$ cat src/rtl/fifo_drain_ctrl.sv
// rtl/fifo_drain_ctrl.sv - read-side drain controller: credit-gated FIFO reads into a skid buffer feeding a valid/ready stream
module fifo_drain_ctrl #(
    parameter int WIDTH      = 8,
    parameter int SKID_DEPTH = 4,
    parameter int CNT_W      = 16
) (
    input  logic             rd_clk,
    input  logic             rst,
    input  logic             enable,
    input  logic             empty,
    output logic             rd_EN,
    input  logic [WIDTH-1:0] data_out,
    input  logic             Dout_valid,
    output logic [WIDTH-1:0] m_data,
    output logic             m_valid,
    input  logic             m_ready,
    output logic             idle,
    output logic [CNT_W-1:0] xfer_cnt,
    output logic             err
);

    localparam int PW = $clog2(SKID_DEPTH);
    localparam int OW = PW + 1;
    localparam logic [OW-1:0] DEPTH_O = SKID_DEPTH[OW-1:0];
    localparam logic [OW:0]   DEPTH_E = SKID_DEPTH[OW:0];

    typedef enum logic [1:0] {
        IDLE = 2'd0,
        RUN  = 2'd1,
        STOP = 2'd2
    } state_t;

    state_t state, state_nxt;

    logic             inflight;
    logic [OW-1:0]    occ;
    logic [PW-1:0]    wptr, rptr;
    logic [WIDTH-1:0] mem [SKID_DEPTH];
    logic             pop, push, drop, full;

    assign m_valid = (occ != '0);
    assign m_data  = mem[rptr];
    assign idle    = (state == IDLE);

    always_comb begin
        pop   = m_valid && m_ready;
        full  = (occ == DEPTH_O);
        // a word with no matching read, or one arriving into a full skid, is lost
        drop  = Dout_valid && (!inflight || (full && !pop));
        push  = Dout_valid && !drop;
        // credit counts the in-flight word but not a same-cycle pop
        rd_EN = (state == RUN) && !empty &&
                (({1'b0, occ} + {{OW{1'b0}}, inflight}) < DEPTH_E);
    end

    always_comb begin
        state_nxt = state;
        case (state)
            IDLE: if (enable) state_nxt = RUN;
            RUN:  if (!enable) state_nxt = STOP;
            STOP: begin
                if (enable)
                    state_nxt = RUN;
                else if (!inflight && (occ == '0))
                    state_nxt = IDLE;
            end
            default: state_nxt = IDLE;
        endcase
    end

    always_ff @(posedge rd_clk or posedge rst) begin
        if (rst)
            state <= IDLE;
        else
            state <= state_nxt;
    end

    always_ff @(posedge rd_clk or posedge rst) begin
        if (rst) begin
            inflight <= 1'b0;
            occ      <= '0;
            wptr     <= '0;
            rptr     <= '0;
            xfer_cnt <= '0;
            err      <= 1'b0;
            for (int i = 0; i < SKID_DEPTH; i++)
                mem[i] <= '0;
        end else begin
            inflight <= rd_EN;
            if (push) begin
                mem[wptr] <= data_out;
                wptr      <= wptr + 1'b1;
            end
            if (pop) begin
                rptr     <= rptr + 1'b1;
                xfer_cnt <= xfer_cnt + 1'b1;
            end
            if (push && !pop)
                occ <= occ + 1'b1;
            else if (!push && pop)
                occ <= occ - 1'b1;
            if (drop)
                err <= 1'b1;
        end
    end

endmodule

$ cat config.mk
export PLATFORM = sky130hd
export DESIGN_NAME = fifo_drain_ctrl
export DESIGN_NICKNAME = d
export VERILOG_FILES = /design/src/rtl/fifo_drain_ctrl.sv
export SDC_FILE = /design/constraint.sdc
export NUM_CORES = 1
export LEC_CHECK = 0
export BUFFER_PORTS_ARGS = -buffer_cell sky130_fd_sc_hd__buf_2
export CAP_MARGIN = 25
export CORE_AREA = 2 2 98 100
export CTS_CLUSTER_SIZE = 20
export DETAILED_ROUTE_END_ITERATION = 7
export DIE_AREA = 0 0 100 102
export GPL_TIMING_DRIVEN = 0
export PLACE_DENSITY = 0.55
export SYNTH_ARGS = -nofsm -noshare
export SYNTH_HDL_FRONTEND = slang
export SYNTH_SLANG_ARGS = --single-unit
$ cat constraint.sdc
create_clock -name rd_clk -period 5.35 [get_ports rd_clk]
set_clock_uncertainty 0.2 [all_clocks]
set_input_delay 1.3375 -clock rd_clk [delete_from_list [all_inputs] [get_ports rd_clk]]
set_output_delay 1.3375 -clock rd_clk [all_outputs]
set_load 0.1 [all_outputs]
==> impl_results.md, run 1 <==
* Net count of the finished layout at roughly 260
* Max incr delay on CP at 0.46 ns
* Post-synth top flop: dfrtp_1
* Highest-count cells in the layout ignoring fill and taps: 59 x dfrtp_1, 46 x buf_2, 34 x mux2_2
* Post-CTS setup buffer count at 0
* Weighted congestion at the end of routability-driven global placement at roughly 0.7
* Most common library cell in the layout ignoring fill and taps: dfrtp_1
* Fraction of layout cells with a size suffix above 1 at 45.1%
* Peak Freq at 0.264 GHz
* Total negative slack at 0 ns
* Number of top-level pins at between 40 and 50
* Power Internal at approximately 0.0010 W
* Routed Wire Length at roughly 5 mm
* Worst hold slack at between 0.2 and 0.3 ns
* Clock share of power at around 17%
* Kind of path behind the tightest hold check: flip-flop to flip-flop
* Maximum number of pins on one net before global-route repair at 36
* Final number of setup-violating endpoints at 0
* Number of standard-cell rows in the floorplan at 35
* Worst-path maximum fanout at 2
* Element type at the critical path start: primary input
* First-pass GRT wire length at roughly 8.3 mm
* Sw Pwr at 0.000978 W
* Setup repair after global routing missed its margin: false
* Post-detailed-placement half-perimeter wirelength at 3.49 mm
* Kind of end point of the critical path: output pin
* Hold buffers post-CTS at 0
* Number of vias per cell at 4.59
* Crit-path cells: buf_2 -> nor2_1 -> nand3_1 -> a31oi_1 -> buf_2
* Number of buffers on the longest clock path at 2
* Average routed wire per standard cell at around 14 um
* Slowest cell on the critical path: buf_2
* Share of synthesized flip-flops with an asynchronous set or reset at 100%
* Iter 0 DRT Violations at 26
* TritonCTS clock tree: built
* Max_cap viols at 0
* Period utilization at 70.7%
* Count of non-filler cells in the finished layout at about 360
* Actual slew at the worst max-slew pin at between 0.6 and 0.7 ns
* Area of the die at a little over 10000 um2
* Number of synthesis warnings at 0
* Post-route DRC at 0
* Gates resized, CTS repair at 0
* Core region area at ~9100 um2
* Signed area change from the synthesized netlist to the final layout at 19.6%
* Synth Area per Inst at 14.3 um2
* Max-slew violation count at 0
* EDFF count, synth at 0
* Number of buffers inserted by port buffering at 41
* Gate power share at approximately half
* Post-synthesis sequential area ratio at 55.1%
* Worst relative slew slack at about three fifths
* Worst vdd ir at slightly below 0.0005 V
* Pre-Repair DR Iteration Count at 4
* Routed vias at about 1600
* Sinks on the clock net at approximately 60
* Switching Share at between 40% and 50%
* Register clock-pin slew on the reported worst setup and hold paths at 0.06 ns
* Maximum level of the CTS H-tree at 3
* Cell area power density at 628 nW/um2
* Leak Pwr at around 1.6 nW
* Cts bufs inserted at 9
* Via count of the first global-routing pass at approximately 1700
* Minimum clock period after layout at about 3.8 ns
* Total count of hold-check failures in the final report at 0
* Critical Path Most Common Cell: buf_2
* Grt ovf at 0
* Worst skew pair latency at ~0.33 ns
* Antenna-violating nets left at 0
* Final critical-path setup slack at around 1.6 ns
* Antenna diode count at 0
* Crit Path Category: primary input to output pin
* Starting density of the core at around 30%
* Pre-CTS worst setup slack at around 1.5 ns
* Number of distinct library cell variants in the gate-level netlist after synthesis at 28
* Area of the mapped netlist at roughly 2700 um2
* Overall routing resource usage at 10.8%
* Die extent in y at 102 um
* Reg-to-reg slack, setup at ~2.8 ns
* Layout filler cell count at around 930
* Synthesis-stage register bit count at 59
* Arrival time at the worst endpoint at roughly 2.3 ns
* Syn nets at between 200 and 250
* Width of the die at approximately 100 um
* Root buffer cell: clkbuf_8
* Required arrival time at the worst endpoint at 3.81 ns
* Number of antenna violations at the first check in global routing at 0
* Status: finished, final reports clean
* Sequential cell fraction of total power at between 30% and 40%
* Post-Syn Instances at 188
* Instance count after placement with tap cells included at about 340
[per-stage QoR]
stage / power (W) / util (%) / instance area (um2)
after global routing: 0.00212 / 35.2 / 3210
after detailed placement: 0.00170 / 33.4 / 3050
after global placement: 0.00168 / 33.2 / 3030
final: 0.00201 / 35.2 / 3210
after floorplan: 0.00154 / - / 2680
after CTS: 0.00204 / 35.2 / 3210
[sequential cells by signal, summed over array words and instances, names as in the netlist]
| signal | cells |
|---|---|
| wptr | 2 |
| xfer_cnt | 16 |
| state | 2 |
| inflight | 1 |
| rptr | 2 |
| err | 1 |
| occ | 3 |
| mem | 32 |
[power groups by stage]
stage | combinational, W | sequential, W | clock [W]
floorplan | 0.000699 | 0.000837 | 0
global placement | 0.000979 | 0.000698 | 0
detailed placement | 0.000994 | 0.000702 | 0
CTS | 0.000993 | 0.000696 | 0.000354
global route | 0.00103 | 0.000716 | 0.000372
finish | 0.000981 | 0.000693 | 0.000337
[per-layer routing]
layer  GRT usage (%)  up-vias  routed length, um
met5               0        -                  0
met4            4.11        0                 56
met3            4.17        5                224
met2            16.8       37               2390
met1            13.6      831               2290
li1                -      765                  -
[final cells by class]
cell class,instances,area (um2),share of cell area [%]
buffer,7,43.8,1.37
clock buffer,10,128,3.98
clock inverter,6,32.5,1.01
inverter,9,38.8,1.21
multi-input combinational,113,1120,35.0
sequential,59,1480,46.1
tap,111,139,4.33
timing repair buffer,42,225,7.03
[critical path, delay by kind of cell]
kind / cells / cell delay (ns)
and+or+nand+nor: 2 / 0.16
AOI/OAI and AO/OA: 1 / 0.20
buffers and inverters: 2 / 0.55
[synthesized netlist by cell type (5+ instances only)]
cell type  number  area share [%]
and3_1          5             1.2
buf_2           5            0.93
dfrtp_1        59              55
ha_1            6             2.8
inv_1           8             1.1
mux2_2         34              14
mux4_2          8             6.7
nand2_1        12             1.7
xnor2_1        16             5.2
xor2_1          5             1.6
[worst paths after layout]
path	startpoint	endpoint	cells past startpoint
setup reg to reg	occ[1]	occ[2]	10
max in group asynchronous	rst	inflight	3
hold reg to reg	xfer_cnt[15]	xfer_cnt[15]	1
hold / removal	xfer_cnt[15]	xfer_cnt[15]	1
setup / recovery	empty	rd_EN	5
min in group asynchronous	rst	mem[19]	2
[kinds of logic after synthesis]
family	share of synthesized area (%)
flops	55.1
buf+inv	3.08
xor+xnor	6.86
mux	21.4
compound gates	1.40
fa+ha+maj	3.55
simple gates	8.63
No activity file was read; power rests on OpenSTA's default activity.
==> inputs of run 2 (changes only) <==
Settings changed: PLACE_DENSITY 0.55 to 0.57.
Clock period 5.35 ns to 3.3 ns, I/O delays scaled along.
==> run 2 against run 1 <==
Clock-buffer cell count shrank 1. Global-route usage grew 0.24 points. Die area is the same. Critical path type is now flip-flop to output pin. Non-clock buffer count is the same. Final cell count is the same. Via count shrank 0.98%. Total power grew 67%. Sequential power grew 63%. First-iteration DRC count grew 19%. Largest cell class unchanged. Routed wire length grew 0.83%. Final area grew 1.2%. Core utilization grew 0.43 points.
==> impl_results.md, run 2 (synthesis gave the netlist of run 1 again) <==
* Origin of the worst setup path: rptr[1]
* Number of standard-cell rows in the floorplan at 35 (unchanged)
* Fraction of layout cells with a size suffix above 1 at 45.9% (+0.81 points)
* Iter 0 DRT Violations at 31 (+19%)
* Detail Route met3 WL at 221 um (-1.3%)
* Count of non-filler cells in the finished layout at 357 (unchanged)
* Instance count after placement with tap cells included at 341 (unchanged)
* Number of buffers on the longest clock path at 2 (unchanged)
* Register clock-pin slew on the reported worst setup and hold paths at 0.07 ns (about the same)
* Post-detailed-placement half-perimeter wirelength at 3.60 mm (+3.1%)
* Antenna diode count at 0 (unchanged)
* Overall routing resource usage at 11.0% (+0.24 points)
* TritonCTS clock tree: built
* Number of flip-flops in the largest register at 32 (unchanged)
* Kind of path behind the tightest hold check: flip-flop to flip-flop
* Grt ovf at 0 (unchanged)
* Width of the die at 100 um (unchanged)
* Maximum level of the CTS H-tree at 3 (unchanged)
* Crit-path cells: buf_1 -> mux4_2 -> buf_2
* Kind of end point of the critical path: output pin
* Actual slew at the worst max-slew pin at 0.616 ns (-0.00676 ns)
* Max-slew violation count at 0 (unchanged)
* Leak Pwr at 1.59 nW (+0.62%)
* Net count of the finished layout at 262 (unchanged)
* Worst skew pair latency at 0.33 ns (about the same)
* Post-CTS setup buffer count at 0 (unchanged)
* Area of the die at 10200 um2 (unchanged)
* Hold buffers post-CTS at 0 (unchanged)
* Most common library cell in the layout ignoring fill and taps: dfrtp_1
* Average routed wire per standard cell at 14.0 um (+0.83%)
* Total count of hold-check failures in the final report at 0 (unchanged)
* Required arrival time at the worst endpoint at 2.27 ns (-1.54 ns)
* Number of top-level pins at 42 (unchanged)
* Top flop regs: mem: 32 flops, xfer_cnt: 16 flops, occ: 3 flops
* Die extent in y at 102 um (unchanged)
* Power consumption at 0.00336 W (+67%)
* Post-route DRC at 0 (unchanged)
* Sinks on the clock net at 59 (unchanged)
* Routed Wire Length at 5.00 mm (+0.83%)
* Setup repair after global routing missed its margin: false
* Highest-count cells in the layout ignoring fill and taps: 59 x dfrtp_1, 46 x buf_2, 34 x mux2_2
* Met2 Wirelength at 2.46 mm (+3.0%)
* Arrival time at the worst endpoint at 1.90 ns (-0.35 ns)
* Via count of the first global-routing pass at 1701 (+2.5%)
* Routed vias at 1622 (-0.98%)
* Number of vias per cell at 4.54 (-0.98%)
* Period utilization at 88.6%
* Cell area power density at 1040 nW/um2 (+65%)
* Status: finished, final reports clean
* Layout filler cell count at 929 (+0.22%)
* Max_cap viols at 0 (unchanged)
* Critical hold path startpoint: xfer_cnt[15]
* Cts bufs inserted at 9 (unchanged)
* First-pass GRT wire length at 8.64 mm (+3.7%)
* Placed cell area at 3050 um2 (+0.21%)
* Antenna-violating nets left at 0 (unchanged)
* Max incr delay on CP at 0.48 ns (+0.02 ns)
* Root buffer cell: clkbuf_8
* Gates resized, CTS repair at 0 (unchanged)
* Number of antenna violations at the first check in global routing at 0 (unchanged)
* Element type at the critical path start: flip-flop
* Core region area at 9110 um2 (unchanged)
* Area of all placed cells without fillers at 3240 um2 (+1.2%)
* Largest Register: mem
* Reg-to-reg slack, setup at 0.76 ns (-2.04 ns)
* Top Layer Used: met4
* Number of buffers inserted by port buffering at 41 (unchanged)
* Slowest cell on the critical path: buf_1
* Maximum number of pins on one net before global-route repair at 41 (+14%)
* Peak Freq at approximately 0.34 GHz
* Worst relative slew slack at 58.9% (+0.45 points)
* Pre-Repair DR Iteration Count at 2 (-2)
* Weighted congestion at the end of routability-driven global placement at 0.735 (+8.0%)
* Minimum clock period after layout at around 3 ns
* M1 WL at 2.25 mm (-2.0%)
* Starting density of the core at 29.4% (unchanged)
* Worst vdd ir at 0.000911 V (+88%)
* Startpoint of the worst-slack reg-to-reg timing path: occ[0]
* Signed area change from the synthesized netlist to the final layout at 21.0%
* Crit Path Category: flip-flop to output pin
* Worst-path maximum fanout at 9 (+7)
* Final number of setup-violating endpoints at 0 (unchanged)
## run 2: routing by layer
layer / vias to the layer above / track usage, %
li1: 770 / -
met1: 812 / 13.7
met2: 30 / 18.0
met3: 10 / 3.90
met4: 0 / 3.79
met5: - / 0
## run 2: through the flow
step                hold slack [ns]  utilization (%)  setup slack [ns]  TNS (ns)
detailed placement            0.265             33.5             0.412         0
global route                  0.299             35.6             0.278         0
floorplan                     0.253                -             0.308         0
CTS                           0.280             35.6             0.347         0
finish                        0.269             35.6             0.377         0
global placement              0.257             33.3           -0.0244     -1.23
## run 2: worst max-delay path, delay by kind of cell, from the launching register on
family	cells	cell delay [ns]
buffers and inverters	2	0.91
flip-flops	1	0.32
multiplexers	1	0.34
## run 2: cell type report
class                      count  area [um2]  area share [%]
sequential                    59        1480            45.5
tap                          111         139            4.28
clock inverter                 7        68.8            2.12
buffer                         7        43.8            1.35
clock buffer                   9         124            3.82
timing repair buffer          42         225            6.94
inverter                       9        38.8            1.20
multi-input combinational    113        1130            34.8
## run 2: final timing paths
| check | depth (start not counted) | to |
|---|---|---|
| worst min-delay path | 1 | xfer_cnt[15] |
| worst min register to register | 1 | xfer_cnt[15] |
| worst max-delay path | 3 | m_data[6] |
| worst max register to register | 10 | occ[2] |
| min in group asynchronous | 2 | xfer_cnt[15] |
| max in group asynchronous | 3 | mem[27] |
## run 2: power by group
| part | internal (W) | switching (W) |
|---|---|---|
| logic | 0.000453 | 0.00114 |
| clock network | 0.000345 | 0.000289 |
| registers | 0.000960 | 0.000170 |
